## config.mk

```make
export PLATFORM = sky130hd
export DESIGN_NAME = mips_mc_control
export DESIGN_NICKNAME = d
export VERILOG_FILES = /design/src/rtl/mips_pkg.sv /design/src/rtl/mips_mem_wait_timer.sv /design/src/rtl/mips_mc_control.sv
export SDC_FILE = /design/constraint.sdc
export NUM_CORES = 1
export LEC_CHECK = 0
export ABC_CLOCK_PERIOD_IN_PS = 2000
export CORE_MARGIN = 1.5
export CORE_UTILIZATION = 40
export DETAILED_ROUTE_END_ITERATION = 6
export PLACE_DENSITY = 0.73
export SYNTH_ARGS = -nofsm -noshare
export SYNTH_HDL_FRONTEND = slang
export SYNTH_HIERARCHICAL = 1
export SYNTH_SLANG_ARGS = --single-unit
```

## constraint.sdc

```tcl
create_clock -name clk -period 2 [get_ports clk]
set_input_delay 0.6 -clock clk [delete_from_list [all_inputs] [get_ports clk]]
set_output_delay 0.6 -clock clk [all_outputs]
set_load 0.005 [all_outputs]
```

## src/rtl/mips_pkg.sv

```systemverilog
// Shared encodings for the MIPS multicycle control path: opcodes, FSM states,
// ALU-control op/branch codes and datapath mux selects.
package mips_pkg;

  localparam logic [5:0] OP_RTYPE  = 6'b000000;
  localparam logic [5:0] OP_REGIMM = 6'b000001;
  localparam logic [5:0] OP_J      = 6'b000010;
  localparam logic [5:0] OP_BEQ    = 6'b000100;
  localparam logic [5:0] OP_BNE    = 6'b000101;
  localparam logic [5:0] OP_BLEZ   = 6'b000110;
  localparam logic [5:0] OP_BGTZ   = 6'b000111;
  localparam logic [5:0] OP_ADDI   = 6'b001000;
  localparam logic [5:0] OP_ANDI   = 6'b001100;
  localparam logic [5:0] OP_ORI    = 6'b001101;
  localparam logic [5:0] OP_LW     = 6'b100011;
  localparam logic [5:0] OP_SW     = 6'b101011;

  typedef enum logic [3:0] {
    S_FETCH  = 4'd0,
    S_DECODE = 4'd1,
    S_MEMADR = 4'd2,
    S_MEMRD  = 4'd3,
    S_MEMWB  = 4'd4,
    S_MEMWR  = 4'd5,
    S_REXEC  = 4'd6,
    S_RWB    = 4'd7,
    S_IEXEC  = 4'd8,
    S_IWB    = 4'd9,
    S_BRANCH = 4'd10,
    S_JUMP   = 4'd11,
    S_TRAP   = 4'd12
  } state_e;

  localparam logic [3:0] ALU_ADD   = 4'b0000;
  localparam logic [3:0] ALU_BR    = 4'b0001;
  localparam logic [3:0] ALU_BGEZ  = 4'b1001;
  localparam logic [3:0] ALU_AND   = 4'b0010;
  localparam logic [3:0] ALU_OR    = 4'b0011;
  localparam logic [3:0] ALU_RTYPE = 4'b0110;

  localparam logic [2:0] BC_NONE = 3'b000;
  localparam logic [2:0] BC_BLTZ = 3'b001;
  localparam logic [2:0] BC_BEQ  = 3'b100;
  localparam logic [2:0] BC_BNE  = 3'b101;
  localparam logic [2:0] BC_BLEZ = 3'b110;
  localparam logic [2:0] BC_BGTZ = 3'b111;

  localparam logic [1:0] SRCB_B     = 2'b00;
  localparam logic [1:0] SRCB_FOUR  = 2'b01;
  localparam logic [1:0] SRCB_IMM   = 2'b10;
  localparam logic [1:0] SRCB_IMMSH = 2'b11;

  localparam logic [1:0] PCS_ALU    = 2'b00;
  localparam logic [1:0] PCS_ALUOUT = 2'b01;
  localparam logic [1:0] PCS_JUMP   = 2'b10;

  function automatic state_e decode_dispatch(input logic [5:0] op);
    case (op)
      OP_RTYPE:                                   return S_REXEC;
      OP_LW, OP_SW:                               return S_MEMADR;
      OP_ADDI, OP_ANDI, OP_ORI:                   return S_IEXEC;
      OP_BEQ, OP_BNE, OP_BLEZ, OP_BGTZ, OP_REGIMM: return S_BRANCH;
      OP_J:                                       return S_JUMP;
      default:                                    return S_TRAP;
    endcase
  endfunction

endpackage

```

## src/rtl/mips_mem_wait_timer.sv

```systemverilog
// Counts cycles spent stalled on mem_ready and flags a timeout when the
// limit is reached with the memory still not ready.
module mips_mem_wait_timer #(
  parameter int MEM_TIMEOUT = 15
) (
  input  logic clk_i,
  input  logic rst_i,
  input  logic waiting_i,
  input  logic mem_ready_i,
  output logic timeout_o
);
  localparam int            CW    = (MEM_TIMEOUT < 2) ? 1 : $clog2(MEM_TIMEOUT + 1);
  localparam logic [CW-1:0] LIMIT = CW'(MEM_TIMEOUT);

  logic [CW-1:0] cnt_q, cnt_d;
  logic          hold;

  // A ready on the limit cycle wins over the timeout.
  assign timeout_o = (MEM_TIMEOUT != 0) && waiting_i && !mem_ready_i && (cnt_q == LIMIT);
  assign hold      = waiting_i && !mem_ready_i && !timeout_o;

  // Any cycle that is not a continued stall leaves the counter at zero,
  // so every fresh entry into a waiting state starts from a clean count.
  always_comb begin
    cnt_d = '0;
    if (hold) cnt_d = (cnt_q == '1) ? cnt_q : cnt_q + CW'(1);
  end

  always_ff @(posedge clk_i or posedge rst_i) begin
    if (rst_i) cnt_q <= '0;
    else       cnt_q <= cnt_d;
  end

endmodule

```

## src/rtl/mips_mc_control.sv

```systemverilog
// Multicycle MIPS main control: sequences each instruction through its states
// and decodes the datapath enables, ALU op and branch condition from the state.
module mips_mc_control
  import mips_pkg::*;
#(
  parameter int MEM_TIMEOUT = 15
) (
  input  logic       clk,
  input  logic       reset,
  input  logic [5:0] opcode,
  input  logic       rt0,
  input  logic       mem_ready,
  output logic       memread,
  output logic       memwrite,
  output logic       iord,
  output logic       irwrite,
  output logic       pcwrite,
  output logic       pcwritecond,
  output logic [1:0] pcsource,
  output logic       alusrca,
  output logic [1:0] alusrcb,
  output logic [3:0] aluop,
  output logic [2:0] c,
  output logic       regdst,
  output logic       regwrite,
  output logic       memtoreg,
  output logic       illegal_op,
  output logic       bus_error,
  output logic [3:0] state_o
);
  state_e     state_q, state_d;
  logic [5:0] op_q;
  logic       rt0_q;
  logic       waiting;
  logic       timeout;

  assign waiting = (state_q == S_FETCH) || (state_q == S_MEMRD) || (state_q == S_MEMWR);
  assign state_o = state_q;

  mips_mem_wait_timer #(
    .MEM_TIMEOUT(MEM_TIMEOUT)
  ) u_wait_timer (
    .clk_i      (clk),
    .rst_i      (reset),
    .waiting_i  (waiting),
    .mem_ready_i(mem_ready),
    .timeout_o  (timeout)
  );

  always_comb begin
    state_d = state_q;
    case (state_q)
      S_FETCH:  if (mem_ready) state_d = S_DECODE;
      S_DECODE: state_d = decode_dispatch(opcode);
      S_MEMADR: state_d = (op_q == OP_LW) ? S_MEMRD : S_MEMWR;
      S_MEMRD:  if (mem_ready) state_d = S_MEMWB;
      S_MEMWR:  if (mem_ready) state_d = S_FETCH;
      S_REXEC:  state_d = S_RWB;
      S_IEXEC:  state_d = S_IWB;
      default:  state_d = S_FETCH;
    endcase
    if (timeout) state_d = S_FETCH;
  end

  always_ff @(posedge clk or posedge reset) begin
    if (reset) begin
      state_q <= S_FETCH;
      op_q    <= '0;
      rt0_q   <= 1'b0;
    end else begin
      state_q <= state_d;
      if (state_q == S_DECODE) begin
        op_q  <= opcode;
        rt0_q <= rt0;
      end
    end
  end

  always_comb begin
    memread     = 1'b0;
    memwrite    = 1'b0;
    iord        = 1'b0;
    irwrite     = 1'b0;
    pcwrite     = 1'b0;
    pcwritecond = 1'b0;
    pcsource    = PCS_ALU;
    alusrca     = 1'b0;
    alusrcb     = SRCB_B;
    aluop       = ALU_ADD;
    c           = BC_NONE;
    regdst      = 1'b0;
    regwrite    = 1'b0;
    memtoreg    = 1'b0;
    illegal_op  = 1'b0;
    case (state_q)
      S_FETCH: begin
        memread = 1'b1;
        alusrcb = SRCB_FOUR;
        irwrite = mem_ready;
        pcwrite = mem_ready;
      end
      S_DECODE: alusrcb = SRCB_IMMSH;
      S_MEMADR: begin
        alusrca = 1'b1;
        alusrcb = SRCB_IMM;
      end
      S_MEMRD: begin
        memread = 1'b1;
        iord    = 1'b1;
      end
      S_MEMWB: begin
        regwrite = 1'b1;
        memtoreg = 1'b1;
      end
      S_MEMWR: begin
        memwrite = 1'b1;
        iord     = 1'b1;
      end
      S_REXEC: begin
        alusrca = 1'b1;
        aluop   = ALU_RTYPE;
      end
      S_RWB: begin
        regwrite = 1'b1;
        regdst   = 1'b1;
      end
      S_IEXEC: begin
        alusrca = 1'b1;
        alusrcb = SRCB_IMM;
        case (op_q)
          OP_ANDI: aluop = ALU_AND;
          OP_ORI:  aluop = ALU_OR;
          default: aluop = ALU_ADD;
        endcase
      end
      S_IWB: regwrite = 1'b1;
      S_BRANCH: begin
        alusrca     = 1'b1;
        pcwritecond = 1'b1;
        pcsource    = PCS_ALUOUT;
        aluop       = ALU_BR;
        case (op_q)
          OP_BEQ:  c = BC_BEQ;
          OP_BNE:  c = BC_BNE;
          OP_BLEZ: c = BC_BLEZ;
          OP_BGTZ: c = BC_BGTZ;
          default: begin
            // Only REGIMM reaches here: rt0 picks bgez over bltz.
            if (rt0_q) aluop = ALU_BGEZ;
            else       c     = BC_BLTZ;
          end
        endcase
      end
      S_JUMP: begin
        pcwrite  = 1'b1;
        pcsource = PCS_JUMP;
      end
      S_TRAP:  illegal_op = 1'b1;
      default: ;
    endcase
    bus_error = timeout;
    // No architectural write may escape while in reset or on a timed-out access.
    if (reset || timeout) begin
      memwrite    = 1'b0;
      irwrite     = 1'b0;
      pcwrite     = 1'b0;
      pcwritecond = 1'b0;
      regwrite    = 1'b0;
    end
  end

endmodule

```

==> results by group <==
Status
  – Status: finished, violations left
  – Failing checks: DRC, setup timing

Critical path
  – Crit path DAT: 1.84 ns
  – Required @ worst endpoint: 1.40 ns
  – Reg2Reg Depth: 12
  – FF-to-FF End: state_o[0]$_DFFE_PP0P_
  – Critical register-to-register path startpoint: state_o[0]$_DFFE_PP0P_
  – Buf/Inv on CP: 2
  – Crit end category: output pin
  – Slowest cell on the critical path: dfrtp_2
  – Startpoint types: register
  – R2R setup slack: -0.05 ns
  – CP max stage delay: 0.47 ns
  – Crit path max fanout: 5
  – Family with the most delay on the worst path: simple AND/OR/NAND/NOR gates
  – Kind of critical path: reg2out
  – Cells along the critical path: xor2_2 > nor2_1 > a21oi_2 > nor2_2 > nand2b_4 > nor2_4 > buf_6 > nor4_4 > buf_2
  – Crit. path cell count: 9

Yosys
  – Most used DFF post-synth: dfrtp_1
  – Dominant cells by area after synthesis: dfrtp_1 31%, nor2_1 6.2%, mux2_2 4.7%
  – Top post-synthesis cells by count: 20 x nor2_1, 15 x dfrtp_1, 11 x nand2_1
  – Asr flop ratio synth: 100%
  – Most frequent cell after synthesis: nor2_1
  – Syn nets: 154
  – Cells after Synth: 143
  – Mapped cell area: 1200 sq um
  – Leading area contributor after synthesis: dfrtp_1
  – Yosys warning total: 6
  – Syn avg cell area: 8.41 sq um
  – Synth cell types: 47
  – Post-synth EDFFs: 0
  – Yosys reg bits: 15
  – Synth top area share: 31.2%
  – Sequential fraction of the synthesis area: 31.2%

Timing
  – Tcrit/Tclk final: 122%
  – Worst setup margin: -0.441 ns
  – Pins Over Slew Limit: 0
  – Minimum clock period after layout: 2.44 ns
  – Setup Skew: 0.00344 ns
  – RSZ-0062 raised after global routing: true
  – Final setup viols: 21
  – Final Hold Vio Count: 0
  – Worst-Margin Slew: 0.449 ns
  – Rel. slew slack: 69.6%
  – Fmax: 410 MHz

Clock network
  – # hold bufs at CTS: 0
  – H-Tree Depth: 1
  – CTS tree: done
  – CTS buffer count: 3
  – Clock Sinks: 15
  – Clk root buf: clkbuf_4
  – Clk pin slew, worst setup/hold paths: 0.09 ns
  – CTS Buffer Depth: 2
  – Worst-Skew Late Latency: 0.27 ns

Final layout
  – Area grow syn2layout: 91.7%
  – Util after Layout: 82.2%
  – Ant diodes: 0
  – Final Net Count: 258
  – Share of layout cells above drive strength 1: 61.4%

Route
  – Via Count: 1591
  – Post-Route WL: 4960 um
  – DR WL/cell: 17.9 um
  – Vias/cell: 5.74
  – Drt pass-1 iters: 7
  – ANT nets after route: 0
  – First DRT Iteration DRCs: 92
  – # DRC: 4

Pwr
  – Design Power: 2.69 mW
  – Pleak: 1.08 nW
  – VDD IR max: 0.738 mV
  – Power Dens Cells: 1170 nW/um^2

Placed design
  – Gpl congestion: 0.932
  – I/O Buffers: 36
  – Post-DP HPWL: 2990 um

Die
  – Die Y: 57.8 um
  – Die area: 3340 sq um
  – Row Count: 19
  – Chip width: 57.8 um
  – I/O pins: 37
  – Placeable core region: 2810 sq um
  – Starting density of the core: 42.9%

Min path
  – Worst hold-check path type: reg2reg
  – HP Start: u_wait_timer/cnt_q[0]$_DFFE_PP0P_
  – Hold EP: u_wait_timer/cnt_q[0]$_DFFE_PP0P_
  – Hold path depth: 2

GRT
  – Pin count of the biggest net entering global routing: 16
  – First-pass GRT wire length: 7580 um
  – Global-route usage over all layers: 29.4%
  – Grt total ovfl: 0
  – Vias in the first global route: 1672
  – Antenna violations before repair: 0

Flow run
  – Max cap viols: 0
[sequential cells by signal, summed over array words and instances (netlist names)]
| name | flops |
|---|---|
| state_o | 4 |
| op_q | 6 |
| u_wait_timer/cnt_q | 4 |
| rt0_q | 1 |
[report_power, final]
part           switching (mW)  leakage [nW]  internal (mW)
sequential              0.130         0.184          0.429
clock                  0.0890        0.0150         0.0772
combinational           0.926         0.882           1.04
total                    1.15          1.08           1.55
[per-layer routing]
metal | routed length [um] | up-vias | part of all wire (%) | track usage (%)
li1 | - | 715 | - | -
met1 | 1870 | 778 | 38 | 33.9
met2 | 2670 | 80 | 54 | 52.8
met3 | 278 | 18 | 5.6 | 3.79
met4 | 138 | 0 | 2.8 | 15.3
met5 | 0 | - | 0 | 0
[cells in the final DEF (no fill, tap or decap), types with 4 or more instances in the layout]
cell type        count
a21oi_2              4
buf_4               57
dfrtp_1             11
nor2_2               4
dfrtp_2              4
nand2b_4             4
buf_2               17
clkdlybuf4s50_1      9
a31oi_1              5
mux2_2               5
buf_6               12
nor3_2               8
nand2_1              9
nor2_1              15
dlygate4sd2_1        6
[worst register-to-register path, delay by kind of cell (launching register included)]
kind,cells,cell delay (ns)
XOR/XNOR,1,0.17
AND/OR/NAND/NOR,5,0.60
buffers and inverters,3,0.39
flip-flops,1,0.47
AO/OA/AOI/OAI,3,0.31
[what timing repair did]
action / in CTS / in global routing
setup buffers: 21 / 12
pin swaps: 24 / 6
endpoints found under the setup margin: 29 / 28
gates resized for setup: 123 / 26
[cells by family (layout without fill, tap and decap cells)]
| logic type | Yosys count | count (layout) | share of synthesized area [%] |
|---|---|---|---|
| flip-flops | 15 | 15 | 31.2 |
| XOR/XNOR | 4 | 4 | 2.91 |
| buffers and inverters | 15 | 118 | 6.76 |
| AO/OA/AOI/OAI | 24 | 24 | 13.5 |
| multiplexers | 8 | 8 | 7.39 |
| adder cells (fa/ha/maj) | 1 | 1 | 1.04 |
| AND/OR/NAND/NOR | 76 | 76 | 37.2 |
[worst max path at each step]
stage                           start  endpoint
6_report       state_o[0]$_DFFE_PP0P_   pcwrite
5_1_grt        state_o[0]$_DFFE_PP0P_   irwrite
4_1_cts        state_o[0]$_DFFE_PP0P_  memwrite
3_5_place_dp                mem_ready  memwrite
3_3_place_gp                mem_ready  memwrite
2_1_floorplan  state_o[1]$_DFFE_PP0P_  memwrite
[through the flow]
stage,setup WS (ns),hold WS (ns),setup TNS (ns),std cells,cell area (sq um)
6_report,-0.441,0.559,-4.57,277,2300
3_5_place_dp,-0.717,0.525,-7.60,250,1960
5_1_grt,-0.520,0.581,-6.45,277,2300
4_1_cts,-0.407,0.553,-4.37,271,2200
3_3_place_gp,-0.693,0.494,-6.78,250,1960
2_1_floorplan,0.00597,0.366,0,143,1270
[final cells by class]
type	instances	area [sq um]
sequential	15	380
fill	170	500
clock buffer	4	26.3
tap	31	38.8
inverter	5	21.3
timing repair buffer	109	897
multi-input combinational	113	941
Power figures use the tool's default switching activity.
